<file path="config.mk">
export PLATFORM = sky130hd
export DESIGN_NAME = multicycle_ctrl
export DESIGN_NICKNAME = d
export VERILOG_FILES = /design/src/rtl/multicycle_ctrl_pkg.sv /design/src/rtl/multicycle_ctrl.sv
export SDC_FILE = /design/constraint.sdc
export NUM_CORES = 1
export LEC_CHECK = 0
export ABC_AREA = 1
export CAP_MARGIN = 20
export CORE_MARGIN = 1
export CORE_UTILIZATION = 54
export DETAILED_ROUTE_END_ITERATION = 8
export PLACE_DENSITY_LB_ADDON = 0.1
export SYNTH_ARGS = -nofsm -noshare
export SYNTH_HDL_FRONTEND = slang
export SYNTH_SLANG_ARGS = --single-unit
</file>
<file path="constraint.sdc">
create_clock -name clk -period 2.5 [get_ports clk]
set_input_delay 0.25 -clock clk [delete_from_list [all_inputs] [get_ports clk]]
set_output_delay 0.25 -clock clk [all_outputs]
set_load 0.01 [all_outputs]
</file>
<file path="src/rtl/multicycle_ctrl_pkg.sv">
// Shared encodings for the multicycle sequencer: RV32I major opcodes, FSM states
// and the writeback / PC-source mux selects consumed by the datapath.
package multicycle_ctrl_pkg;

  localparam logic [6:0] OpRtype  = 7'b0110011;
  localparam logic [6:0] OpIarith = 7'b0010011;
  localparam logic [6:0] OpIload  = 7'b0000011;
  localparam logic [6:0] OpStype  = 7'b0100011;
  localparam logic [6:0] OpBtype  = 7'b1100011;
  localparam logic [6:0] OpJal    = 7'b1101111;
  localparam logic [6:0] OpJalr   = 7'b1100111;
  localparam logic [6:0] OpLui    = 7'b0110111;
  localparam logic [6:0] OpAuipc  = 7'b0010111;
  localparam logic [6:0] OpEcall  = 7'b1110011;

  typedef enum logic [2:0] {
    StFetch  = 3'd0,
    StDecode = 3'd1,
    StExec   = 3'd2,
    StMem    = 3'd3,
    StWb     = 3'd4,
    StIoWait = 3'd5,
    StHalt   = 3'd6
  } state_e;

  localparam logic [1:0] WbAlu = 2'd0;
  localparam logic [1:0] WbMem = 2'd1;
  localparam logic [1:0] WbPc4 = 2'd2;
  localparam logic [1:0] WbIo  = 2'd3;

  localparam logic [1:0] PcPlus4  = 2'd0;
  localparam logic [1:0] PcImm    = 2'd1;
  localparam logic [1:0] PcRs1Imm = 2'd2;

  function automatic logic op_known(input logic [6:0] op);
    case (op)
      OpRtype, OpIarith, OpIload, OpStype, OpBtype,
      OpJal, OpJalr, OpLui, OpAuipc, OpEcall: op_known = 1'b1;
      default:                                op_known = 1'b0;
    endcase
  endfunction

endpackage

</file>
<file path="src/rtl/multicycle_ctrl.sv">
// Multicycle RV32I sequencer: steps each instruction through fetch, decode, execute,
// memory/IO and writeback with variable-latency handshakes, and counts retirements.
module multicycle_ctrl
  import multicycle_ctrl_pkg::*;
#(
  parameter int unsigned INSTRET_W = 32
) (
  input  logic                 clk,
  input  logic                 rst,
  input  logic [6:0]           opcode,
  input  logic                 branch_taken,
  input  logic                 imem_ready,
  input  logic                 dmem_ready,
  input  logic                 io_ack,
  output logic                 imem_req,
  output logic                 ir_write,
  output logic                 dmem_req,
  output logic                 dmem_we,
  output logic                 io_req,
  output logic                 reg_write,
  output logic [1:0]           wb_sel,
  output logic                 pc_write,
  output logic [1:0]           pc_src,
  output logic                 illegal,
  output logic [2:0]           state,
  output logic [INSTRET_W-1:0] instret
);

  state_e               state_q, state_d;
  logic                 illegal_q, illegal_d;
  logic [INSTRET_W-1:0] instret_q;

  always_ff @(posedge clk) begin
    if (!rst) begin
      state_q   <= StFetch;
      illegal_q <= 1'b0;
      instret_q <= '0;
    end else begin
      state_q   <= state_d;
      illegal_q <= illegal_d;
      if (pc_write) instret_q <= instret_q + INSTRET_W'(1);
    end
  end

  always_comb begin
    state_d   = state_q;
    illegal_d = illegal_q;
    imem_req  = 1'b0;
    ir_write  = 1'b0;
    dmem_req  = 1'b0;
    dmem_we   = 1'b0;
    io_req    = 1'b0;
    reg_write = 1'b0;
    wb_sel    = WbAlu;
    pc_write  = 1'b0;
    pc_src    = PcPlus4;

    unique case (state_q)
      StFetch: begin
        imem_req = 1'b1;
        if (imem_ready) begin
          ir_write = 1'b1;
          state_d  = StDecode;
        end
      end
      StDecode: begin
        if (op_known(opcode)) begin
          state_d = StExec;
        end else begin
          state_d   = StHalt;
          illegal_d = 1'b1;
        end
      end
      StExec: begin
        case (opcode)
          OpBtype: begin
            pc_write = 1'b1;
            pc_src   = branch_taken ? PcImm : PcPlus4;
            state_d  = StFetch;
          end
          OpIload, OpStype: state_d = StMem;
          OpEcall:          state_d = StIoWait;
          default:          state_d = StWb;
        endcase
      end
      StMem: begin
        dmem_req = 1'b1;
        dmem_we  = (opcode == OpStype);
        if (dmem_ready) begin
          if (opcode == OpStype) begin
            pc_write = 1'b1;
            state_d  = StFetch;
          end else begin
            state_d  = StWb;
          end
        end
      end
      StIoWait: begin
        io_req = 1'b1;
        if (io_ack) state_d = StWb;
      end
      StWb: begin
        reg_write = 1'b1;
        pc_write  = 1'b1;
        case (opcode)
          OpIload:       wb_sel = WbMem;
          OpJal, OpJalr: wb_sel = WbPc4;
          OpEcall:       wb_sel = WbIo;
          default:       wb_sel = WbAlu;
        endcase
        case (opcode)
          OpJal:   pc_src = PcImm;
          OpJalr:  pc_src = PcRs1Imm;
          default: pc_src = PcPlus4;
        endcase
        state_d = StFetch;
      end
      StHalt: state_d = StHalt;
      default: state_d = StFetch;
    endcase

    // Reset silences every request immediately, even mid-handshake.
    if (!rst) begin
      imem_req  = 1'b0;
      ir_write  = 1'b0;
      dmem_req  = 1'b0;
      dmem_we   = 1'b0;
      io_req    = 1'b0;
      reg_write = 1'b0;
      wb_sel    = WbAlu;
      pc_write  = 1'b0;
      pc_src    = PcPlus4;
    end
  end

  assign state   = state_q;
  assign illegal = illegal_q;
  assign instret = instret_q;

endmodule

</file>
### After elaboration in Yosys (flattened, before gate mapping)

Cells that the tools add are included.

| word-level totals | value |
|---|---|
| output and inout bits | 47 |
| register bits after elaboration | 36 |
| input port bits | 13 |
| logic and storage cells | 65 |

| cells by class | value |
|---|---|
| bitwise operators | 1 |
| mux-type cells | 35 |
| add/sub/neg operators | 1 |
| reductions and logical operators | 6 |
| eq/ne operators | 19 |

Operators by type and width:

| operator | count |
|---|---|
| 32-bit by 1-bit adder with 32-bit output, second input constant | 1 |
| 7-bit equality test, second input constant | 4 |
| 7-bit by 6-bit equality test with 1-bit output, second input constant | 3 |
| 1-bit two-way mux | 21 |
| 3-bit case mux with 6 select lines | 1 |
| 3-bit two-way mux | 5 |
| 7-bit by 5-bit equality test with 1-bit output, second input constant | 2 |
| 10-bit OR reduction | 1 |
| 3-bit equality test, second input constant | 3 |
| 3-bit case mux with 3 select lines | 1 |
| 2-bit case mux with 2 select lines | 2 |
| 7-bit by 2-bit equality test with 1-bit output, second input constant | 1 |
| 3-bit by 2-bit equality test with 1-bit output, second input constant | 2 |
| 2-bit two-way mux | 3 |
| 2-bit inequality test, second input constant | 3 |
| 2-bit case mux with 3 select lines | 1 |
| 2-bit OR reduction | 2 |
| 3-bit by 1-bit equality test with 1-bit output, second input constant | 1 |
| 3-bit zero test | 1 |
| 1-bit case mux with 3 select lines | 1 |
| 3-bit AND reduction | 1 |
| 2-bit AND reduction | 1 |
| 1-bit inverter | 1 |

### Longest topological paths before layout

Gate-level depths: netlist of the first run.

| depth | value |
|---|---|
| depth in word-level cells | 6 |
| depth in mapped cells | 11 |
| mapped depth without buffers | 10 |

### Worst setup path after synthesis of the first run

Ideal clock, no wire load.

| path | value |
|---|---|
| path kind | register -> output |
| start point | register state_q[0] (netlist: state[0]) |
| end point | output port pc_src[1] |
| required time | 2.250 ns |
| setup slack | 0.940 ns |
| arrival | 1.310 ns |
| buffers on the path | 0 |
| cell stages (with the launch flop) | 6 |
| path through | dfxtp_1 nor2_1 nand2_1 nor2_1 inv_1 nor4_1 |

| between the ends | value |
|---|---|
| cells in the longest elaborated chain, start to end | 3 |
| elaborated cells between the ends (all ways) | 4 |

RTL lines:

| item | RTL line | text |
|---|---|---|
| start, declared | multicycle_ctrl.sv:29 | `state_e state_q, state_d;` |
| start signal, assigned | multicycle_ctrl.sv:35 | `state_q <= StFetch;` |
| start signal, assigned | multicycle_ctrl.sv:39 | `state_q <= state_d;` |
| 3-bit equality test / 3-bit by 2-bit equality test with 1-bit output (equally long branches) | multicycle_ctrl.sv:58 | `unique case (state_q)` |
| 2-bit case mux with 2 select lines (*) | multicycle_ctrl.sv:58 |  |
| 2-bit two-way mux (*) | multicycle_ctrl.sv:123 | `if (!rst) begin` |
| end, declared | multicycle_ctrl.sv:23 | `output logic [1:0] pc_src,` |

Every way passes the cells marked *; elsewhere a longest branch is shown, timed or not.

### Worst setup path in the final report of the first run

| path | value |
|---|---|
| start point | input port opcode[3] |
| end point | output port wb_sel[0] |

| between the ends | value |
|---|---|
| cells in the longest elaborated chain, start to end | 5 |
| elaborated cells between the ends (all ways) | 8 |

RTL lines:

| item | RTL line | text |
|---|---|---|
| start, declared | multicycle_ctrl.sv:10 | `input logic [6:0] opcode,` |
| 7-bit equality test | multicycle_ctrl.sv:105 | `case (opcode)` |
| 2-bit OR reduction | multicycle_ctrl.sv:105 |  |
| 2-bit case mux with 3 select lines (*) | multicycle_ctrl.sv:105 |  |
| 2-bit two-way mux (*) | multicycle_ctrl.sv:58 |  |
| 2-bit two-way mux (*) | multicycle_ctrl.sv:123 |  |
| end, declared | multicycle_ctrl.sv:21 | `output logic [1:0] wb_sel,` |

Marks and branches as above.

==> flow_summary.json, run 1 <==
{
  "fmax_ghz": 0.444,
  "ys_warn_count": 0,
  "routed_wl_um": 7240,
  "power_frac_comb_pct": 27.7,
  "fin_ws_ns": 0.247,
  "dp_hpwl_um": 5490,
  "grt_pass1_vias": 2669,
  "drc_errors": 6,
  "seq_area_frac_synth_pct": 28.3,
  "setup_tns_ns": 0,
  "drt_iter0_drc": 209,
  "drive_above_1_share_pct": 8.20,
  "initial_core_util_pct": 57.3,
  "p_leak_nw": 1.22,
  "cts_hold_buf": 0,
  "globalplace.congestion": 0.942,
  "reg2reg_depth": 8,
  "cts.root.buffer_cell": "clkbuf_8",
  "syn-num-nets": 450,
  "swShare_pct": 33.7,
  "intPower_mw": 1.09,
  "diodes": 0,
  "finClkSkew_ns": 0.0108,
  "wl_per_cell_um": 13.1,
  "synthTopCellsByArea": "dfxtp_1, nand2_1, nor2_1, a21oi_1, nand3b_1",
  "rsz0062_at_grt": "false",
  "clkPwrFrac_pct": 32.5,
  "use_met3_pct": 5.27,
  "via_per_inst": 5.30,
  "maxSlewViolCount": 0,
  "status": "complete, but fails checks",
  "grt_max_degree": 25,
  "violations": "DRC",
  "power_mw": 1.64,
  "cp-start-kind": "input pin",
  "slew_headroom_pct": 75.7,
  "use_met2_pct": 51.3,
  "numPortBuffers": 59,
  "rows": 24,
  "critPathArrivalTime_ns": 2.00,
  "cts_sinks": 36,
  "finalHoldViolations": 0,
  "synth_ff_type": "dfxtp_1",
  "num_io_pins": 60,
  "drv_cap": 0,
  "first_pass_iters": 6,
  "r2r_end": "instret[16]",
  "grt_pass1_wl_um": 12200,
  "finalInstanceArea_um2": 3290,
  "switching_power_mw": 0.553,
  "r2r_slack_ns": 0.69,
  "crit_path_end_kind": "output pin",
  "power_density_nw_per_um2": 498,
  "synth_edf_count": 0,
  "yosysUniqueCellTypes": 29,
  "core_area_um2": 4440,
  "numCtsBuffers": 5,
  "fp.dieH_um": 70.7,
  "synthCells": 436,
  "track_usage_pct": 30.5,
  "min_period_over_period_pct": 90.1,
  "yosys.area.top_type_share_pct": 28.3,
  "ant_nets": 0,
  "clk_latency_ns": 0.30,
  "vias": 2924,
  "ys_ff_latch": 36,
  "grt-ovfl-total": 0,
  "hold_path.class": "flop to flop",
  "peakVddDrop_mv": 0.455,
  "cts-resized-gates": 0,
  "cts_buffer_depth": 2,
  "yosysTopAreaCell": "dfxtp_1",
  "placed_area_um2": 3180,
  "chipWidth_um": 70.7,
  "syn_area_um2": 2550,
  "area_growth_pct": 29.4,
  "ys_async_sr_fraction_pct": 0,
  "post_cts_buffers": 0,
  "fillers": 428,
  "postSynthAreaPerCell_um2": 5.84,
  "clk_pin_slew_ns": 0.08,
  "setup_viol": 0,
  "worstMarginPinSlew_ns": 0.364,
  "final_net_count": 513,
  "cp-endpoint": "wb_sel[0]",
  "crit_required_ns": 2.25,
  "dpl_worst_slack_ns": 0.269,
  "tritoncts": "yes",
  "use_met1_pct": 40.0,
  "busiest_layer": "met2",
  "worstSetupPathType": "input pin to output pin",
  "seqPwrFrac_pct": 39.8,
  "crit_path_start": "opcode[3]",
  "dieArea_um2": 4990,
  "period_needed_ns": 2.25,
  "rr_startpoint": "instret[0]",
  "cts_max_level": 2,
  "grt_antenna_before_repair": 0,
  "worst_hold_slack_ns": 0.485,
  "cp_max_fo": 6
}
placed cells by master (no fill, tap or decap), types with 8 or more instances in the layout:
cell / n
dfxtp_1: 36
a21oi_1: 23
nor2_1: 86
a21oi_2: 9
nand2_2: 9
nand3b_1: 14
o21ai_0: 8
clkdlybuf4s50_1: 59
inv_1: 27
nand3_1: 17
nand2_1: 167
worst max-delay path, stage by stage:
cell             delay (ns)
clkdlybuf4s50_1        0.49
nor2_1                 0.17
nand2_1                0.15
nor2_1                 0.21
o21ai_0                0.12
inv_1                  0.07
clkdlybuf4s50_1        0.54
how the worst min path moves through the flow:
stage	from	endpoint	slack, ns	cells past startpoint
detailed placement	illegal	illegal	0.47	2
global placement	illegal	illegal	0.44	2
global route	illegal	illegal	0.52	2
floorplan	rst	instret[7]	0.41	2
finish	illegal	illegal	0.48	2
CTS	illegal	illegal	0.49	2
kinds of logic (layout without fill, tap and decap cells):
kind of cell,after synthesis,count (layout),share of synthesized area [%]
AND/OR/NAND/NOR,307,307,51.1
AO/OA/AOI/OAI,43,43,9.98
buffers and inverters,41,105,7.42
flip-flops,36,36,28.3
XOR/XNOR,8,8,2.75
adder cells (fa/ha/maj),1,1,0.491
registers in the layout (all words and copies together), names as in the netlist:
register / cells
illegal: 1
instret: 32
state: 3
per-stage QoR:
step	cells	util, %
after detailed placement	544	71.6
final	552	74.1
after floorplan	436	-
after CTS	552	74.1
after global routing	552	74.1
after global placement	544	71.6
layout make-up:
cell class	count	area, um2	area share, %
multi-input cells	359	1640	49.7
flip-flops and latches	36	721	21.9
repair buffers	65	636	19.3
inverters	32	125	3.80
clock buffers	5	68.8	2.09
well taps	52	65.1	1.97
clock inverters	3	42.5	1.29
per-layer routing:
metal	up-vias	share of wire [%]	wire (um)
met1	1315	46	3360
met5	-	0	0
li1	1502	-	-
met3	9	6.0	434
met2	98	46	3360
met4	0	1.3	93
power groups by stage:
stage	combinational (mW)	sequential, mW	clock (mW)
floorplan	0.277	0.667	0
CTS	0.451	0.650	0.532
global placement	0.443	0.663	0
finish	0.454	0.653	0.534
global route	0.500	0.658	0.562
detailed placement	0.448	0.663	0
cell usage after synthesis (2+ instances only):
cell type and instances:
xor2_1 7, nand3_1 17, nor4_1 2, nor3_1 3
inv_1 27, a21oi_2 9, nand3b_1 14, nand2_1 167
a31oi_1 2, nor2_1 86, a21oi_1 23, inv_2 3
clkbuf_1 4, buf_4 3, dfxtp_1 36, o21ai_0 8
nand2_2 9, nand4_1 4, nor2_2 2
(Power assumes the default switching activity.)
==> inputs of run 2 (changes only) <==
- CORE_UTILIZATION: 54 -> 60
- DONT_BUFFER_PORTS: unset -> 1
==> flow_summary.json, run 2 (synthesis gave the netlist of run 1 again) <==
{
  "first_pass_iters": 5,
  "r2r_slack_ns": 0.57,
  "cts_max_level": 2,
  "cts-resized-gates": 0,
  "slew_headroom_pct": 60.2,
  "dieArea_um2": 4510,
  "worstSetupPathType": "flop to output pin",
  "via_per_inst": 5.52,
  "rsz0062_at_grt": "false",
  "clk_pin_slew_ns": 0.07,
  "worst_hold_slack_ns": 0.0810,
  "chipWidth_um": 67.1,
  "crit_path_end_kind": "output pin",
  "cp-endpoint": "pc_write",
  "fmax_ghz": 0.461,
  "globalplace.congestion": 0.975,
  "grt_pass1_vias": 2390,
  "tritoncts": "yes",
  "grt-ovfl-total": 0,
  "largest_reg_flops": 32,
  "grt_pass1_wl_um": 10700,
  "initial_core_util_pct": 63.2,
  "maxSlewViolCount": 0,
  "rows": 23,
  "r2r_end": "instret[18]",
  "use_met3_pct": 9.80,
  "use_met1_pct": 39.1,
  "fillers": 393,
  "cts_hold_buf": 0,
  "power_density_nw_per_um2": 536,
  "final_cell_count_no_fill": 486,
  "drv_cap": 0,
  "finClkSkew_ns": 0.00680,
  "crit_required_ns": 2.25,
  "post_cts_buffers": 0,
  "vias": 2681,
  "status": "finished clean",
  "diodes": 0,
  "track_usage_pct": 31.3,
  "period_needed_ns": 2.17,
  "grt_max_degree": 27,
  "drt_iter0_drc": 178,
  "rr_startpoint": "state[2]",
  "min_period_over_period_pct": 86.8,
  "grt_antenna_before_repair": 0,
  "routed_wl_um": 6390,
  "cp_max_fo": 25,
  "setup_tns_ns": 0,
  "drc_errors": 0,
  "crit_path_start": "state[2]",
  "mostFrequentLayoutCell": "nand2_1",
  "finalHoldViolations": 0,
  "numPortBuffers": 0,
  "worstMarginPinSlew_ns": 0.592,
  "critPathArrivalTime_ns": 1.92,
  "busiest_layer": "met2",
  "p_leak_nw": 0.989,
  "peakVddDrop_mv": 0.453,
  "reg2reg_depth": 9,
  "hold_path.class": "input pin to flop",
  "cts_sinks": 36,
  "clk_latency_ns": 0.29,
  "use_met2_pct": 50.6,
  "area_growth_pct": 4.32,
  "cts_buffer_depth": 2,
  "final_net_count": 450,
  "drive_above_1_share_pct": 8.26,
  "num_io_pins": 60,
  "final_cell_mix": "nand2_1, nor2_1, dfxtp_1",
  "fp.dieH_um": 67.1,
  "numCtsBuffers": 5,
  "wl_per_cell_um": 13.2,
  "placedCellCount": 479,
  "core_area_um2": 4030,
  "setup_viol": 0,
  "cp-start-kind": "flop",
  "ant_nets": 0,
  "cts.root.buffer_cell": "clkbuf_8",
  "dp_hpwl_um": 4880
}
-- run 2: worst min path at each step --
stage	endpoint	cells after the start	startpoint
floorplan	instret[7]	2	rst
global placement	instret[4]	2	rst
detailed placement	instret[17]	2	rst
CTS	instret[17]	2	rst
global route	instret[17]	2	rst
finish	instret[17]	2	rst
-- run 2: report_power, final --
group,internal (mW),leakage (nW),total (mW),switching [mW]
clock network,0.246,0.0503,0.456,0.211
logic,0.0856,0.648,0.299,0.213
registers,0.602,0.291,0.669,0.0663
-- run 2: per-stage QoR --
stage / utilization [%] / instance area (um2) / total power [mW] / setup WS, ns
2_1_floorplan: - / 2550 / 0.944 / 0.940
3_3_place_gp: 63.5 / 2560 / 0.968 / 0.648
3_5_place_dp: 63.5 / 2560 / 0.976 / 0.591
4_1_cts: 65.9 / 2660 / 1.42 / 0.341
5_1_grt: 65.9 / 2660 / 1.50 / 0.196
6_report: 65.9 / 2660 / 1.42 / 0.330
-- run 2: metal layers --
metal	share of wire [%]	vias up
met3	7.3	15
li1	-	1382
met1	46	1164
met2	44	120
met5	0	-
met4	2.1	0
-- run 2: worst max-delay path, stage by stage (launching register included) --
cell and delay [ns]:
dfxtp_1 0.52, inv_2 0.11, nand2_1 0.09, nor2_2 0.06, nand3_2 0.11, nand3_4 0.19
nand2_4 0.29, clkinv_4 0.26
-- run 2: layout make-up --
cell class / instances / area [um2] / area share [%]
clock buffer: 7 / 96.3 / 3.63
inverter: 32 / 125 / 4.71
timing repair buffer: 2 / 15.0 / 0.565
tap: 50 / 62.6 / 2.36
sequential: 36 / 721 / 27.1
multi-input combinational: 359 / 1640 / 61.6
==> inputs of run 3 (changes only) <==
- REMOVE_ABC_BUFFERS: unset -> 1
==> flow_summary.json, run 3 (synthesis gave the netlist of run 1 again) <==
{
  "slew_headroom_pct": 62.1,
  "crit_path_end_kind": "output pin",
  "wl_per_cell_um": 12.7,
  "routed_wl_um": 6200,
  "period_needed_ns": 2.19,
  "worstSetupPathType": "flop to output pin",
  "finClkSkew_ns": 0.00777,
  "status": "finished clean",
  "setup_viol": 0,
  "crit_required_ns": 2.25,
  "diodes": 0,
  "cts_buffer_depth": 2,
  "grt_pass1_vias": 2362,
  "finalHoldViolations": 0,
  "mostFrequentLayoutCell": "nand2_1",
  "cts_hold_buf": 0,
  "cts_sinks": 36,
  "grt-ovfl-total": 0,
  "rsz0062_at_grt": "false",
  "dieArea_um2": 4510,
  "cp-start-kind": "flop",
  "drc_errors": 0,
  "final_net_count": 450,
  "crit_path_start": "state[2]",
  "critPathArrivalTime_ns": 1.94,
  "cts_max_level": 2,
  "setup_tns_ns": 0,
  "drive_above_1_share_pct": 8.01,
  "vias": 2620,
  "cts-resized-gates": 0,
  "initial_core_util_pct": 63.2,
  "grt_pass1_wl_um": 10300,
  "largest_reg_flops": 32,
  "area_growth_pct": 4.08,
  "min_from": "rst",
  "grt_antenna_before_repair": 0,
  "power_mw": 1.40,
  "fp.dieH_um": 67.1,
  "rows": 23,
  "fmax_ghz": 0.456,
  "clk_latency_ns": 0.29,
  "chipWidth_um": 67.1,
  "peakVddDrop_mv": 0.517,
  "first_pass_iters": 4,
  "numPortBuffers": 0,
  "globalplace.congestion": 0.945,
  "final_cell_mix": "nand2_1, nor2_1, dfxtp_1",
  "tritoncts": "yes",
  "core_area_um2": 4030,
  "drv_cap": 0,
  "drt_iter0_drc": 144,
  "rr_startpoint": "state[2]",
  "hold_path.class": "input pin to flop",
  "maxSlewViolCount": 0,
  "cp_max_fo": 25,
  "ant_nets": 0,
  "num_io_pins": 60,
  "clk_pin_slew_ns": 0.07,
  "via_per_inst": 5.38,
  "dp_hpwl_um": 4750,
  "power_density_nw_per_um2": 527,
  "min_period_over_period_pct": 87.7,
  "track_usage_pct": 30.1,
  "numCtsBuffers": 5,
  "grt_max_degree": 26,
  "worstMarginPinSlew_ns": 0.563,
  "p_leak_nw": 0.984,
  "cts.root.buffer_cell": "clkbuf_8",
  "post_cts_buffers": 0
}
## run 3: cell count changes in the layout (fill, tap and decap cells not counted)
cell and delta:
clkbuf_1 +2, clkbuf_8 -1
## run 3: layout make-up
cell class / count / area [um2]
clock buffers: 8 / 90.1
fillers: 386 / 1380
inverters: 32 / 125
multi-input cells: 359 / 1640
flip-flops and latches: 36 / 721
well taps: 50 / 62.6
repair buffers: 2 / 15.0
## run 3: path summary, 6_finish.rpt
path / endpoint / slack [ns] / depth (start not counted)
max: pc_write / 0.31 / 7
min: instret[14] / 0.07 / 2
max reg2reg: instret[19] / 0.53 / 9
min reg2reg: illegal / 0.51 / 2
## run 3: through the flow
| stage | hold slack, ns | instances | utilization [%] | setup slack, ns | cell area [um2] |
|---|---|---|---|---|---|
| after global placement | 0.374 | 479 | 63.5 | 0.643 | 2560 |
| after CTS | 0.0634 | 487 | 65.8 | 0.295 | 2650 |
| after global routing | 0.0780 | 487 | 65.8 | 0.129 | 2650 |
| final | 0.0733 | 487 | 65.8 | 0.307 | 2650 |
| after detailed placement | 0.376 | 479 | 63.5 | 0.546 | 2560 |
| after floorplan | 0.370 | 427 | - | 0.533 | 2480 |
## run 3: where the power goes
group | switching, mW | internal, mW
clock | 0.206 | 0.225
sequential | 0.0652 | 0.603
combinational | 0.212 | 0.0854
total | 0.483 | 0.913
## run 3: critical path, cell delays in order (launching register included)
cell and delay (ns):
dfxtp_1 0.51, inv_2 0.10, nand2_1 0.09, nor2_2 0.06
nand3_2 0.11, nand3_4 0.19, nand2_4 0.31, clkinv_4 0.26
## run 3: metal layers
metal	vias up	global-route usage [%]	wire, um
met5	-	0	0
met4	0	11.4	117
met3	9	9.12	410
met2	88	48.5	2860
met1	1151	37.4	2810
li1	1372	-	-
